## src/rtl/gather_credit_counter_pkg.sv

```systemverilog
// Shared types and constants for the gather credit path: flit encoding, default
// downstream buffer allocation, packet tracking state.
package gather_credit_counter_pkg;

  localparam logic [1:0] FLIT_HEAD = 2'd1;
  localparam logic [1:0] FLIT_BODY = 2'd2;
  localparam logic [1:0] FLIT_TAIL = 2'd3;

  localparam int GATHER_CREDIT_ALLOC = 32;

  typedef enum logic {
    PKT_IDLE   = 1'b0,
    PKT_ACTIVE = 1'b1
  } pkt_state_t;

endpackage

```

## src/rtl/gather_credit_counter_if.sv

```systemverilog
// Bundle between flit source / credit-return wires and the credit counter.
// Optional statistics outputs exist only when GATHER_CRD_STATS_EN is defined.
interface gather_credit_counter_if #(
  parameter int RET_W = 4
);
  logic             flit_fire;
  logic [1:0]       flit_type;
  logic             crd_ret_valid;
  logic [RET_W-1:0] crd_ret_num;
  logic             clr_err;
  logic [31:0]      credit_cnt;
  logic             credit_low;
  logic             credit_full;
  logic             pkt_active;
  logic             err_underflow;
  logic             err_overflow;
  logic             err_proto;
`ifdef GATHER_CRD_STATS_EN
  logic [31:0]      crd_min;
  logic [31:0]      stall_cycles;
`endif

  modport master (
    output flit_fire, flit_type, crd_ret_valid, crd_ret_num, clr_err,
    input  credit_cnt, credit_low, credit_full, pkt_active,
    input  err_underflow, err_overflow, err_proto
`ifdef GATHER_CRD_STATS_EN
    , input crd_min, stall_cycles
`endif
  );

  modport slave (
    input  flit_fire, flit_type, crd_ret_valid, crd_ret_num, clr_err,
    output credit_cnt, credit_low, credit_full, pkt_active,
    output err_underflow, err_overflow, err_proto
`ifdef GATHER_CRD_STATS_EN
    , output crd_min, stall_cycles
`endif
  );

endinterface

```

## src/rtl/gather_credit_counter_pkt_tracker.sv

```systemverilog
// HEAD..TAIL packet tracker with sticky protocol-error flag; outputs 1 cycle after
// the fire. Never stalls the flit stream, only observes it.
module gather_pkt_tracker
  import gather_credit_counter_pkg::*;
(
  input  logic       clk,
  input  logic       rstn,
  input  logic       flit_fire,
  input  logic [1:0] flit_type,
  input  logic       clr_err,
  output logic       pkt_active,
  output logic       err_proto
);

  pkt_state_t state, state_nxt;
  logic       proto_hit;

  always_comb begin
    state_nxt = state;
    proto_hit = 1'b0;
    if (flit_fire) begin
      case (state)
        PKT_IDLE: begin
          if (flit_type == FLIT_HEAD) state_nxt = PKT_ACTIVE;
          else                        proto_hit = 1'b1;
        end
        PKT_ACTIVE: begin
          if (flit_type == FLIT_TAIL)      state_nxt = PKT_IDLE;
          else if (flit_type == FLIT_HEAD) proto_hit = 1'b1;
        end
        default: state_nxt = PKT_IDLE;
      endcase
    end
  end

  // A new error in the clearing cycle keeps the flag set.
  always_ff @(posedge clk or negedge rstn) begin
    if (!rstn) begin
      state     <= PKT_IDLE;
      err_proto <= 1'b0;
    end else begin
      state     <= state_nxt;
      err_proto <= (err_proto & ~clr_err) | proto_hit;
    end
  end

  assign pkt_active = (state == PKT_ACTIVE);

endmodule

```

## src/rtl/gather_credit_counter.sv

```systemverilog
// Downstream gather-buffer credit counter: 1-cycle latency from fire/return to
// credit_cnt; no backpressure (errors flagged instead). Stats under GATHER_CRD_STATS_EN.
module gather_credit_counter
  import gather_credit_counter_pkg::*;
#(
  parameter int x_pos       = 0,
  parameter int y_pos       = 0,
  parameter int INIT_CREDIT = GATHER_CREDIT_ALLOC,
  parameter int RET_W       = 4,
  parameter int LOW_WM      = 14
) (
  input  logic                  clk,
  input  logic                  rstn,
  gather_credit_counter_if.slave bus
);

  localparam logic [32:0] INIT_EXT = 33'(INIT_CREDIT);
  localparam logic [32:0] LOW_EXT  = 33'(LOW_WM);

  if (INIT_CREDIT < 1 || x_pos < 0 || y_pos < 0) begin : g_bad_cfg
    $error("gather_credit_counter: illegal INIT_CREDIT or router coordinate");
  end

  logic [RET_W-1:0] ret_num;
  logic [32:0]      ret_add;
  logic [32:0]      sum;
  logic [32:0]      next_raw;
  logic [31:0]      cnt_nxt;
  logic [31:0]      cnt;
  logic             uf_hit;
  logic             of_hit;
  logic             low_q;
  logic             full_q;
  logic             err_uf_q;
  logic             err_of_q;

  assign ret_num  = bus.crd_ret_num;
  assign ret_add  = bus.crd_ret_valid ? 33'(ret_num) : 33'd0;
  assign sum      = {1'b0, cnt} + ret_add;
  // Underflow only when nothing at all is available this cycle, returns included.
  assign uf_hit   = bus.flit_fire && (sum == 33'd0);
  assign next_raw = sum - 33'(bus.flit_fire);
  assign of_hit   = !uf_hit && (next_raw > INIT_EXT);
  assign cnt_nxt  = uf_hit ? 32'd0 : (of_hit ? INIT_EXT[31:0] : next_raw[31:0]);

  always_ff @(posedge clk or negedge rstn) begin
    if (!rstn) begin
      cnt      <= INIT_EXT[31:0];
      low_q    <= (INIT_CREDIT < LOW_WM);
      full_q   <= 1'b1;
      err_uf_q <= 1'b0;
      err_of_q <= 1'b0;
    end else begin
      cnt      <= cnt_nxt;
      low_q    <= ({1'b0, cnt_nxt} < LOW_EXT);
      full_q   <= (cnt_nxt == INIT_EXT[31:0]);
      err_uf_q <= (err_uf_q & ~bus.clr_err) | uf_hit;
      err_of_q <= (err_of_q & ~bus.clr_err) | of_hit;
    end
  end

  assign bus.credit_cnt    = cnt;
  assign bus.credit_low    = low_q;
  assign bus.credit_full   = full_q;
  assign bus.err_underflow = err_uf_q;
  assign bus.err_overflow  = err_of_q;

  gather_pkt_tracker u_pkt_tracker (
    .clk        (clk),
    .rstn       (rstn),
    .flit_fire  (bus.flit_fire),
    .flit_type  (bus.flit_type),
    .clr_err    (bus.clr_err),
    .pkt_active (bus.pkt_active),
    .err_proto  (bus.err_proto)
  );

`ifdef GATHER_CRD_STATS_EN
  logic [31:0] crd_min_q;
  logic [31:0] stall_q;

  always_ff @(posedge clk or negedge rstn) begin
    if (!rstn) begin
      crd_min_q <= INIT_EXT[31:0];
      stall_q   <= 32'd0;
    end else begin
      if (cnt_nxt < crd_min_q) crd_min_q <= cnt_nxt;
      if (low_q && !bus.pkt_active && (stall_q != 32'hFFFF_FFFF)) stall_q <= stall_q + 32'd1;
    end
  end

  assign bus.crd_min      = crd_min_q;
  assign bus.stall_cycles = stall_q;
`endif

endmodule
```

## src/flat_wrapper.sv

```systemverilog
// flat-port wrapper written by rule: the top's interface ports become plain ports
module gather_credit_counter_flat import gather_credit_counter_pkg::*;
#(
  parameter int x_pos       = 0,
  parameter int y_pos       = 0,
  parameter int INIT_CREDIT = GATHER_CREDIT_ALLOC,
  parameter int RET_W       = 4,
  parameter int LOW_WM      = 14
)
  (clk, rstn, bus_flit_fire, bus_flit_type, bus_crd_ret_valid, bus_crd_ret_num, bus_clr_err, bus_credit_cnt, bus_credit_low, bus_credit_full, bus_pkt_active, bus_err_underflow, bus_err_overflow, bus_err_proto);
  gather_credit_counter_if #(.RET_W(RET_W)) bus_i ();
  input  logic clk;
  input  logic rstn;
  input wire logic [$bits(bus_i.flit_fire)-1:0] bus_flit_fire;
  input wire logic [$bits(bus_i.flit_type)-1:0] bus_flit_type;
  input wire logic [$bits(bus_i.crd_ret_valid)-1:0] bus_crd_ret_valid;
  input wire logic [$bits(bus_i.crd_ret_num)-1:0] bus_crd_ret_num;
  input wire logic [$bits(bus_i.clr_err)-1:0] bus_clr_err;
  output wire logic [$bits(bus_i.credit_cnt)-1:0] bus_credit_cnt;
  output wire logic [$bits(bus_i.credit_low)-1:0] bus_credit_low;
  output wire logic [$bits(bus_i.credit_full)-1:0] bus_credit_full;
  output wire logic [$bits(bus_i.pkt_active)-1:0] bus_pkt_active;
  output wire logic [$bits(bus_i.err_underflow)-1:0] bus_err_underflow;
  output wire logic [$bits(bus_i.err_overflow)-1:0] bus_err_overflow;
  output wire logic [$bits(bus_i.err_proto)-1:0] bus_err_proto;
  assign bus_i.flit_fire = bus_flit_fire;
  assign bus_i.flit_type = bus_flit_type;
  assign bus_i.crd_ret_valid = bus_crd_ret_valid;
  assign bus_i.crd_ret_num = bus_crd_ret_num;
  assign bus_i.clr_err = bus_clr_err;
  assign bus_credit_cnt = bus_i.credit_cnt;
  assign bus_credit_low = bus_i.credit_low;
  assign bus_credit_full = bus_i.credit_full;
  assign bus_pkt_active = bus_i.pkt_active;
  assign bus_err_underflow = bus_i.err_underflow;
  assign bus_err_overflow = bus_i.err_overflow;
  assign bus_err_proto = bus_i.err_proto;
  gather_credit_counter #(.x_pos(x_pos), .y_pos(y_pos), .INIT_CREDIT(INIT_CREDIT), .RET_W(RET_W), .LOW_WM(LOW_WM)) u_core (.clk(clk), .rstn(rstn), .bus(bus_i));
endmodule
```

## config.mk

```make
export PLATFORM = sky130hd
export DESIGN_NAME = gather_credit_counter_flat
export DESIGN_NICKNAME = d
export VERILOG_FILES = /design/src/rtl/gather_credit_counter_pkg.sv /design/src/rtl/gather_credit_counter_if.sv /design/src/rtl/gather_credit_counter_pkt_tracker.sv /design/src/rtl/gather_credit_counter.sv /design/src/flat_wrapper.sv
export SDC_FILE = /design/constraint.sdc
export NUM_CORES = 1
export LEC_CHECK = 0
export CAP_MARGIN = 20
export CORE_MARGIN = 5
export CORE_UTILIZATION = 61
export CTS_BUF_LIST = sky130_fd_sc_hd__clkbuf_8
export CTS_CLUSTER_SIZE = 20
export DETAILED_ROUTE_END_ITERATION = 10
export PLACE_DENSITY = 0.89
export SLEW_MARGIN = 10
export SYNTH_ARGS = -nofsm -noshare
export SYNTH_HDL_FRONTEND = slang
export SYNTH_SLANG_ARGS = --single-unit
```

## constraint.sdc

```tcl
create_clock -name clk -period 10.65 [get_ports clk]
set_input_delay 2.13 -clock clk [delete_from_list [all_inputs] [get_ports clk]]
set_output_delay 2.13 -clock clk [all_outputs]
set_load 0.01 [all_outputs]
```

==> After elaboration in Yosys (flattened, before gate mapping) <==
Cells that the tools add are included.
{ "op_classes": {"n_lt_le_gt_ge": 2, "n_shift": 0, "mux": 10, "n_bitwise": 8, "reduce_logical": 4, "n_eq_ne": 3, "mul": 0, "add_sub_neg": 2, "div": 0} }
{ "ops": {"columns": ["operator", "count"], "rows": [
  ["two-way mux 32 bit", 2],
  ["adder 32 x 33 -> 33 bit", 1],
  ["> comparator 33 x 6 -> 1 bit (second input constant)", 1],
  ["logical NOT 33 bit", 1],
  ["subtractor 33 x 1 -> 33 bit", 1],
  ["== test 32 x 6 -> 1 bit (second input constant)", 1],
  ["less-than comparator 32 x 4 -> 1 bit (second input constant)", 1],
  ["two-way mux 1 bit", 5],
  ["two-way mux 4 bit", 1],
  ["one-hot mux 1 bit (2 select lines)", 2],
  ["AND 1 bit", 3],
  ["OR 1 bit", 3],
  ["== test 2 x 1 -> 1 bit (second input constant)", 1],
  ["== test 2 bit (second input constant)", 1],
  ["logical AND 1 bit", 2],
  ["NOT 1 bit", 2],
  ["logical NOT 1 bit", 1]
]} }
{ "word_totals": {"in_bits": 11, "rom_bits": 0, "n_memories": 0, "ram_bits": 0, "out_inout_bits": 38, "register_bits": 38, "latch_bits": 0, "word_cells": 36} }

==> Longest topological paths before layout <==
Gate-level depths: netlist of the first run.
{ "depth": {"depth_word": 9, "mapped_depth": 17, "ltp_nobuf": 15} }

==> Modules after synthesis <==
From an unflattened synthesis of the first run, not the netlist that was laid out.
{ "unflattened": {"cells_unflattened": 372, "hier_area_um2": 3256.9} }
{ "by_module_without_submodules": {"columns": ["module", "seq_area_each_um2", "area_each_um2", "instances", "cells_per_inst"], "rows": [
  ["gather_credit_counter", 903.4, 3149.3, 1, 362],
  ["gather_pkt_tracker", 50.0, 107.6, 1, 10]
]} }

==> Worst setup path before layout of the first run <==
Ideal clock, no wire load.
{ "synth_path": {"path_kind": "input-to-reg", "start": "input port bus_crd_ret_num[0]", "end": "register u_core.cnt[3] (netlist: u_core.bus.credit_cnt[3])", "cell_stages": 16, "t_arrival_ns": 5.940, "path_slack_ns": 4.609, "setup_ns": 0.101, "t_required_ns": 10.549, "path_cell_list": "and2_1 > ha_1 > inv_1 > fa_1 > nand2b_1 > a21o_1 > buf_4 > nor3_1 > xnor2_1 > nand4_2 > or3_4 > o41a_1 > or4_1 > or2_1 > buf_6 > nor4_1"} }
{ "synth_via": {"elab_chain_len": 8, "elab_cells_between_ends": 10, "classes_between": "add/sub (2); order compare (1); mux (3); reduce/logical (4)"} }
{ "synth_lines": {"columns": ["item", "line_no", "rtl"], "rows": [
  ["start, declared", "flat_wrapper.sv:17", "input wire logic [$bits(bus_i.crd_ret_num)-1:0] bus_crd_ret_num;"],
  ["two-way mux 4 bit (*)", "gather_credit_counter.sv:38", "assign ret_add = bus.crd_ret_valid ? 33'(ret_num) : 33'd0;"],
  ["adder 32 x 33 -> 33 bit (*)", "gather_credit_counter.sv:39", "assign sum = {1'b0, cnt} + ret_add;"],
  ["branches (longest 5 deep; another with subtractor 33 x 1 -> 33 bit)", null, null],
  ["two-way mux 32 bit (*)", "gather_credit_counter.sv:44", "assign cnt_nxt = uf_hit ? 32'd0 : (of_hit ? INIT_EXT[31:0] : next_raw[31:0]);"],
  ["named net u_core.cnt_nxt[3]", "gather_credit_counter.sv:28", "logic [31:0] cnt_nxt;"],
  ["end signal, assigned", "gather_credit_counter.sv:48", "cnt <= INIT_EXT[31:0];"],
  ["end signal, assigned", "gather_credit_counter.sv:54", "cnt <= cnt_nxt;"],
  ["end, declared", "gather_credit_counter.sv:29", "logic [31:0] cnt;"]
]} }
Mark *: on every way through the listed nets, which the timed path passes.
A chain may end at the register's enable or synchronous reset.

==> Worst setup path in the final report of the first run <==
{ "layout_path": {"start": "input port bus_crd_ret_valid", "end": "register u_core.cnt[2] (netlist: u_core.bus.credit_cnt[2])"} }
{ "layout_via": {"elab_chain_len": 8, "elab_cells_between_ends": 10, "classes_between": "add/sub (2); order compare (1); mux (3); reduce/logical (4)"} }
{ "layout_lines": {"columns": ["item", "line_no", "rtl"], "rows": [
  ["start, declared", "flat_wrapper.sv:16", "input wire logic [$bits(bus_i.crd_ret_valid)-1:0] bus_crd_ret_valid;"],
  ["two-way mux 4 bit (*)", "gather_credit_counter.sv:38", null],
  ["adder 32 x 33 -> 33 bit (*)", "gather_credit_counter.sv:39", null],
  ["branches (longest 5 deep; another with subtractor 33 x 1 -> 33 bit)", null, null],
  ["two-way mux 32 bit (*)", "gather_credit_counter.sv:44", null],
  ["named net u_core.cnt_nxt[2]", "gather_credit_counter.sv:28", null]
]} }
Marked as above.

==> flow_metrics.tcl, run 1 <==
set metrics [dict create \
    drive_gt1_share_pct 7.16 \
    vdd_ir_drop_max_v 0.0000804 \
    crit_path_max_incr_delay_ps 500 \
    crit_chain "clkdlybuf4s50_1 -> and2_1 -> ha_1 -> inv_1 -> fa_1 -> nand2b_1 -> a21o_1 -> xnor2_2 -> and2_1 -> nand4_2 -> or3_4 -> o41a_1 -> or4_1 -> or2_1 -> nor4_1" \
    postCtsResizedCells 0 \
    cts-htree-levels 2 \
    outcome "finished clean" \
    grt_max_degree 39 \
    worst_setup_path_end_kind "register" \
    period_share_pct 63.6 \
    p_leak_nw 1.46 \
    synth_top_family_by_area "simple AND/OR/NAND/NOR gates" \
    ant_nets 0 \
    areaGrowthSynthToFinish_pct 20.5 \
    startpoint_type "primary input" \
    synth_fa_ha_area_share_pct 2.95 \
    synth_enable_flop_cells 0 \
    synth_mux_area_share_pct 0.931 \
    setup_viol 0 \
    dp_cells 509 \
    port_buffers 48 \
    ys_seq_elements 38 \
    max_freq_mhz 148 \
    final_common_cell "clkdlybuf4s50_1" \
    final_cell_count_no_fill 517 \
    nFillCells 386 \
    whs_ps 488 \
    wl_per_cell_um 17.6 \
    synth_xor_area_share_pct 9.97 \
    critPathMostFrequentCell "and2_1" \
    rsz0062_at_grt "no" \
    netlist-cell-type-count 72 \
    synthTopCellsByArea "dfrtp_1, xnor2_1, nand2_1" \
    cp_max_fo 12 \
    slew_headroom_pct 26.6 \
    yosys.area.top_type "dfrtp_1" \
    num_rows 26 \
    finClkSkew_ps 7.83 \
    power_density_mw_per_mm2 84.6 \
    syn_area_mm2 0.00323 \
    cts.sinks 38 \
    die_y_um 82.7 \
    drv_cap 0 \
    synth_cells 383 \
    cts-buffers-inserted 5 \
    synth_top_area_share_pct 27.9 \
    cts_buffer_depth 2 \
    antenna_cells 0 \
    drt_iter0_drc 264 \
    ys_seq_area_share_pct 29.6 \
    final_cell_mix "clkdlybuf4s50_1, dfrtp_1, nand2_1" \
    detail_route.first_pass.iterations 5 \
    die_w_um 82.7 \
    routed-via-count 3326 \
    cts_tree "yes" \
    cts_setup_buffers 0 \
    clock-root-buffer "clkbuf_8" \
    nets 464 \
    required_ps 10820 \
    hold_path_class "reg -> reg" \
    grt_antenna_before_repair 0 \
    grtUsageTotal_pct 28.2 \
    place_congestion 0.914 \
    drv_slew 0 \
    grt_overflow 0 \
    core_mm2 0.00511 \
    worst_slew_pin_slew_ps 1090 \
    initial_core_util_pct 63.2 \
    cp.arrival_ps 6950 \
    clk_pin_slew_ps 70 \
    ios 49 \
    holdBufCountCts 0 \
    dpl.hpwl_um 6830 \
    viasPerCell 6.43 \
    tns_ps 0 \
    wl_um 9110 \
    drc 0 \
    die-area_mm2 0.00684 \
    synth_area_per_cell_um2 8.42 \
    ys.flop_type "dfrtp_1" \
    setup_ws_ps 3870 \
    ys_async_sr_fraction_pct 100 \
    grt_pass1_vias 3088 \
    yosysWarnings 0 \
    fin_crit_ps 6780 \
    post-place-ws_ps 3690 \
    finalHoldViolCount 0 \
    synth_simple_gate_area_share_pct 31.5 \
    clk-insertion-delay-late_ps 290 \
    path_class "in -> reg" \
    cpMaxStageDelayCell "clkdlybuf4s50_1" \
    grt_pass1_wl_um 14800 \
    synth_compound_area_share_pct 20.4 \
]
[flip-flops by register name, indices dropped and copies added, names as in the netlist, named ones only]
register / cells
u_core.bus.credit_cnt: 32
u_core.u_pkt_tracker.err_proto: 1
u_core.bus.err_overflow: 1
u_core.bus.err_underflow: 1
u_core.bus.credit_low: 1
u_core.bus.credit_full: 1
[path summary, 6_finish.rpt]
path | start | to | slack (ps) | cells after the start
min in group asynchronous | rstn | u_core.bus.credit_cnt[2] | 1950 | 1
max reg2reg | u_core.bus.credit_cnt[0] | u_core.bus.credit_cnt[2] | 5990 | 13
max in group asynchronous | rstn | u_core.bus.credit_cnt[14] | 8160 | 1
min reg2reg | u_core.bus.err_overflow | u_core.bus.err_overflow | 490 | 1
min | u_core.bus.err_overflow | u_core.bus.err_overflow | 490 | 1
max | bus_crd_ret_valid | u_core.bus.credit_cnt[2] | 3870 | 15
[layout make-up]
cell class	instances	area [um2]	share of cell area (%)
Tap cell	70	87.6	2.25
Clock inverter	2	8.76	0.225
Inverter	14	52.6	1.35
Clock buffer	6	82.6	2.12
Multi-Input combinational cell	338	2220	57.1
Timing Repair Buffer	49	483	12.4
Sequential cell	38	953	24.5
[critical path: cells and delay by family]
kind	cells	cell delay (ps)
XOR/XNOR	1	260
AND/OR/NAND/NOR	8	2620
AO/OA/AOI/OAI	2	760
adder cells (fa/ha/maj)	2	590
buffers and inverters	2	570
[cells in the mapped netlist (all sizes together), types with 3 or more instances]
master / count
mux2i: 3
a311oi: 3
nand4: 15
xor2: 12
o31ai: 6
nand2: 35
o22ai: 5
or3: 5
a21oi: 7
buf: 12
a211oi: 9
clkbuf: 6
a41oi: 3
nand3: 17
nor2: 25
a22o: 3
xnor2: 23
a21o: 3
dfrtp: 36
or4: 6
nor3: 23
nor3b: 3
a31oi: 8
inv: 14
a31o: 4
nor4: 17
and4: 8
and3: 8
o21a: 6
and2: 12
ha: 6
o41ai: 4
o21ai: 10
[metrics by stage]
step                      utilization [%]  total power [mW]  area (um2)
final                                76.1             0.329        3890
after global routing                 76.1             0.346        3890
after CTS                            76.1             0.329        3890
after detailed placement             74.3             0.230        3790
after global placement               74.3             0.228        3790
after floorplan                         -             0.201        3320
[logic make-up (layout without fill, tap and decap cells)]
kind of cell,Yosys count,count (layout)
muxes,3,3
adders and majority gates,7,7
DFF,38,38
and+or+nand+nor,180,180
xor gates and xnor gates,35,35
buffers and inverters,32,71
AOI/OAI and AO/OA,87,87
other,1,26
[per-layer routing]
layer	routed length [um]	up-vias	global-route usage [%]
li1	-	1564	-
met1	3870	1585	37.8
met2	4420	149	46.2
met3	636	28	4.66
met4	180	0	9.15
met5	0	-	0
[report_power, final]
| part | switching (mW) | internal, mW |
|---|---|---|
| combinational | 0.0365 | 0.0303 |
| sequential | 0.0114 | 0.150 |
| clock | 0.0491 | 0.0512 |
No activity file was read; power rests on OpenSTA's default activity.
==> inputs of run 2 (changes only) <==
--- a/config.mk
+++ b/config.mk
@@ -7,11 +7,11 @@
 export LEC_CHECK = 0
 export CAP_MARGIN = 20
 export CORE_MARGIN = 5
-export CORE_UTILIZATION = 61
+export CORE_UTILIZATION = 57
 export CTS_BUF_LIST = sky130_fd_sc_hd__clkbuf_8
 export CTS_CLUSTER_SIZE = 20
 export DETAILED_ROUTE_END_ITERATION = 10
-export PLACE_DENSITY = 0.89
+export PLACE_DENSITY = 0.84
 export SLEW_MARGIN = 10
 export SYNTH_ARGS = -nofsm -noshare
 export SYNTH_HDL_FRONTEND = slang
==> constraint.sdc (replaced) <==
create_clock -name clk -period 6.3 [get_ports clk]
set_input_delay 1.26 -clock clk [delete_from_list [all_inputs] [get_ports clk]]
set_output_delay 1.26 -clock clk [all_outputs]
set_load 0.01 [all_outputs]
==> flow_metrics.tcl, run 2 (synthesized netlist as in run 1, its figures left out) <==
set metrics [dict create \
    cts_tree "yes" \
    setup_ws_ps 529 \
    period_share_pct 91.6 \
    viasPerCell 6.12 \
    drt_iter0_drc 237 \
    largest_reg_flops 32 \
    ios 49 \
    p_clk_share_pct 29.4 \
    areaGrowthSynthToFinish_pct 21.5 \
    grt_max_degree 39 \
    whs_ps 491 \
    wl_um 8570 \
    dpl.hpwl_um 6430 \
    grtUsageMet1_pct 34.3 \
    required_ps 6490 \
    cts_setup_buffers 0 \
    port_buffers 48 \
    clk_pin_slew_ps 70 \
    drc 0 \
    worst_slew_pin_slew_ps 938 \
    design_area_mm2 0.00392 \
    power.switching_mw 0.165 \
    grt_use_met2_pct 36.4 \
    finClkSkew_ps 5.06 \
    wl_per_cell_um 16.4 \
    p_leak_nw 1.49 \
    cts.sinks 38 \
    die_w_um 85.2 \
    routed-via-count 3208 \
    die-area_mm2 0.00726 \
    holdBufCountCts 0 \
    cts-buffers-inserted 5 \
    grt_antenna_before_repair 0 \
    cts_buffer_depth 2 \
    tns_ps 0 \
    met3_usage_pct 5.15 \
    final_cell_mix "clkdlybuf4s50_1, dfrtp_1, nand2_1" \
    clock-root-buffer "clkbuf_8" \
    cp.arrival_ps 5960 \
    nets 469 \
    initial_core_util_pct 58.6 \
    grt_overflow 0 \
    final_util_pct 71.1 \
    clk-insertion-delay-late_ps 290 \
    vdd_ir_drop_max_v 0.000116 \
    final_common_cell "clkdlybuf4s50_1" \
    hold_path_class "reg -> reg" \
    grtUsageTotal_pct 23.9 \
    drv_slew 0 \
    postCtsResizedCells 0 \
    finalHoldViolCount 0 \
    power_density_mw_per_mm2 139 \
    grt_busiest_layer "met2" \
    startpoint_type "primary input" \
    dpl_cell_area_mm2 0.00383 \
    drv_cap 0 \
    max_freq_mhz 173 \
    drive_gt1_share_pct 8.19 \
    seq_power_share_pct 50.1 \
    antenna_cells 0 \
    power_frac_comb_pct 20.5 \
    worst_setup_path_end_kind "register" \
    die_y_um 85.2 \
    num_rows 27 \
    grt_pass1_wl_um 14300 \
    place_congestion 0.928 \
    outcome "finished clean" \
    slew_headroom_pct 37.3 \
    internal_power_mw 0.381 \
    cts-htree-levels 2 \
    detail_route.first_pass.iterations 4 \
    core_mm2 0.00551 \
    ant_nets 0 \
    cp_max_fo 12 \
    post-place-ws_ps 254 \
    rsz0062_at_grt "no" \
    fin_crit_ps 5770 \
    p_sw_share_pct 30.2 \
    grt_pass1_vias 2957 \
    path_class "in -> reg" \
    setup_viol 0 \
]
-- run 2: power by group through the flow --
| stage | Sequential, mW | Combinational [mW] | Clock [mW] |
|---|---|---|---|
| floorplan | 0.275 | 0.0656 | 0 |
| global placement | 0.277 | 0.108 | 0 |
| detailed placement | 0.277 | 0.110 | 0 |
| CTS | 0.273 | 0.111 | 0.164 |
| global route | 0.276 | 0.123 | 0.179 |
| finish | 0.273 | 0.112 | 0.160 |
-- run 2: per-layer routing --
layer  vias to the layer above  part of all wire [%]
li1                       1570                     -
met1                      1511                    46
met2                       114                    46
met3                        13                   6.4
met4                         0                   1.2
met5                         -                     0
-- run 2: through the flow --
stage	total power [mW]	instances
3_5_place_dp	0.387	516
2_1_floorplan	0.340	408
6_report	0.546	524
5_1_grt	0.577	524
4_1_cts	0.548	524
3_3_place_gp	0.385	516
-- run 2: final cells by class --
cell class | instances | area (um2)
Timing Repair Buffer | 54 | 520
Multi-Input combinational cell | 338 | 2220
Sequential cell | 38 | 953
Tap cell | 72 | 90.1
Fill cell | 461 | 1590
Clock inverter | 3 | 13.8
Clock buffer | 5 | 68.8
Inverter | 14 | 52.6
-- run 2: final timing paths --
check | cells after the start | to | from | slack (ps)
hold reg to reg | 1 | u_core.bus.err_overflow | u_core.bus.err_overflow | 490
max in group asynchronous | 1 | u_core.bus.credit_cnt[25] | rstn | 4690
setup / recovery | 16 | u_core.bus.credit_cnt[3] | bus_crd_ret_valid | 530
setup reg to reg | 14 | u_core.bus.credit_cnt[3] | u_core.bus.credit_cnt[0] | 1770
hold / removal | 1 | u_core.bus.err_overflow | u_core.bus.err_overflow | 490
min in group asynchronous | 1 | u_core.u_pkt_tracker.err_proto | rstn | 1080
-- run 2: critical path, stage by stage --
cell	delay, ps
clkdlybuf4s50_1	510
and2_1	140
ha_1	190
inv_1	70
fa_1	380
nand2b_1	190
a21o_1	340
xnor2_2	250
and2_1	350
nand4_2	250
or4_1	590
a21oi_1	170
a311oi_1	60
or4_1	550
or2_1	340
nor4_1	300
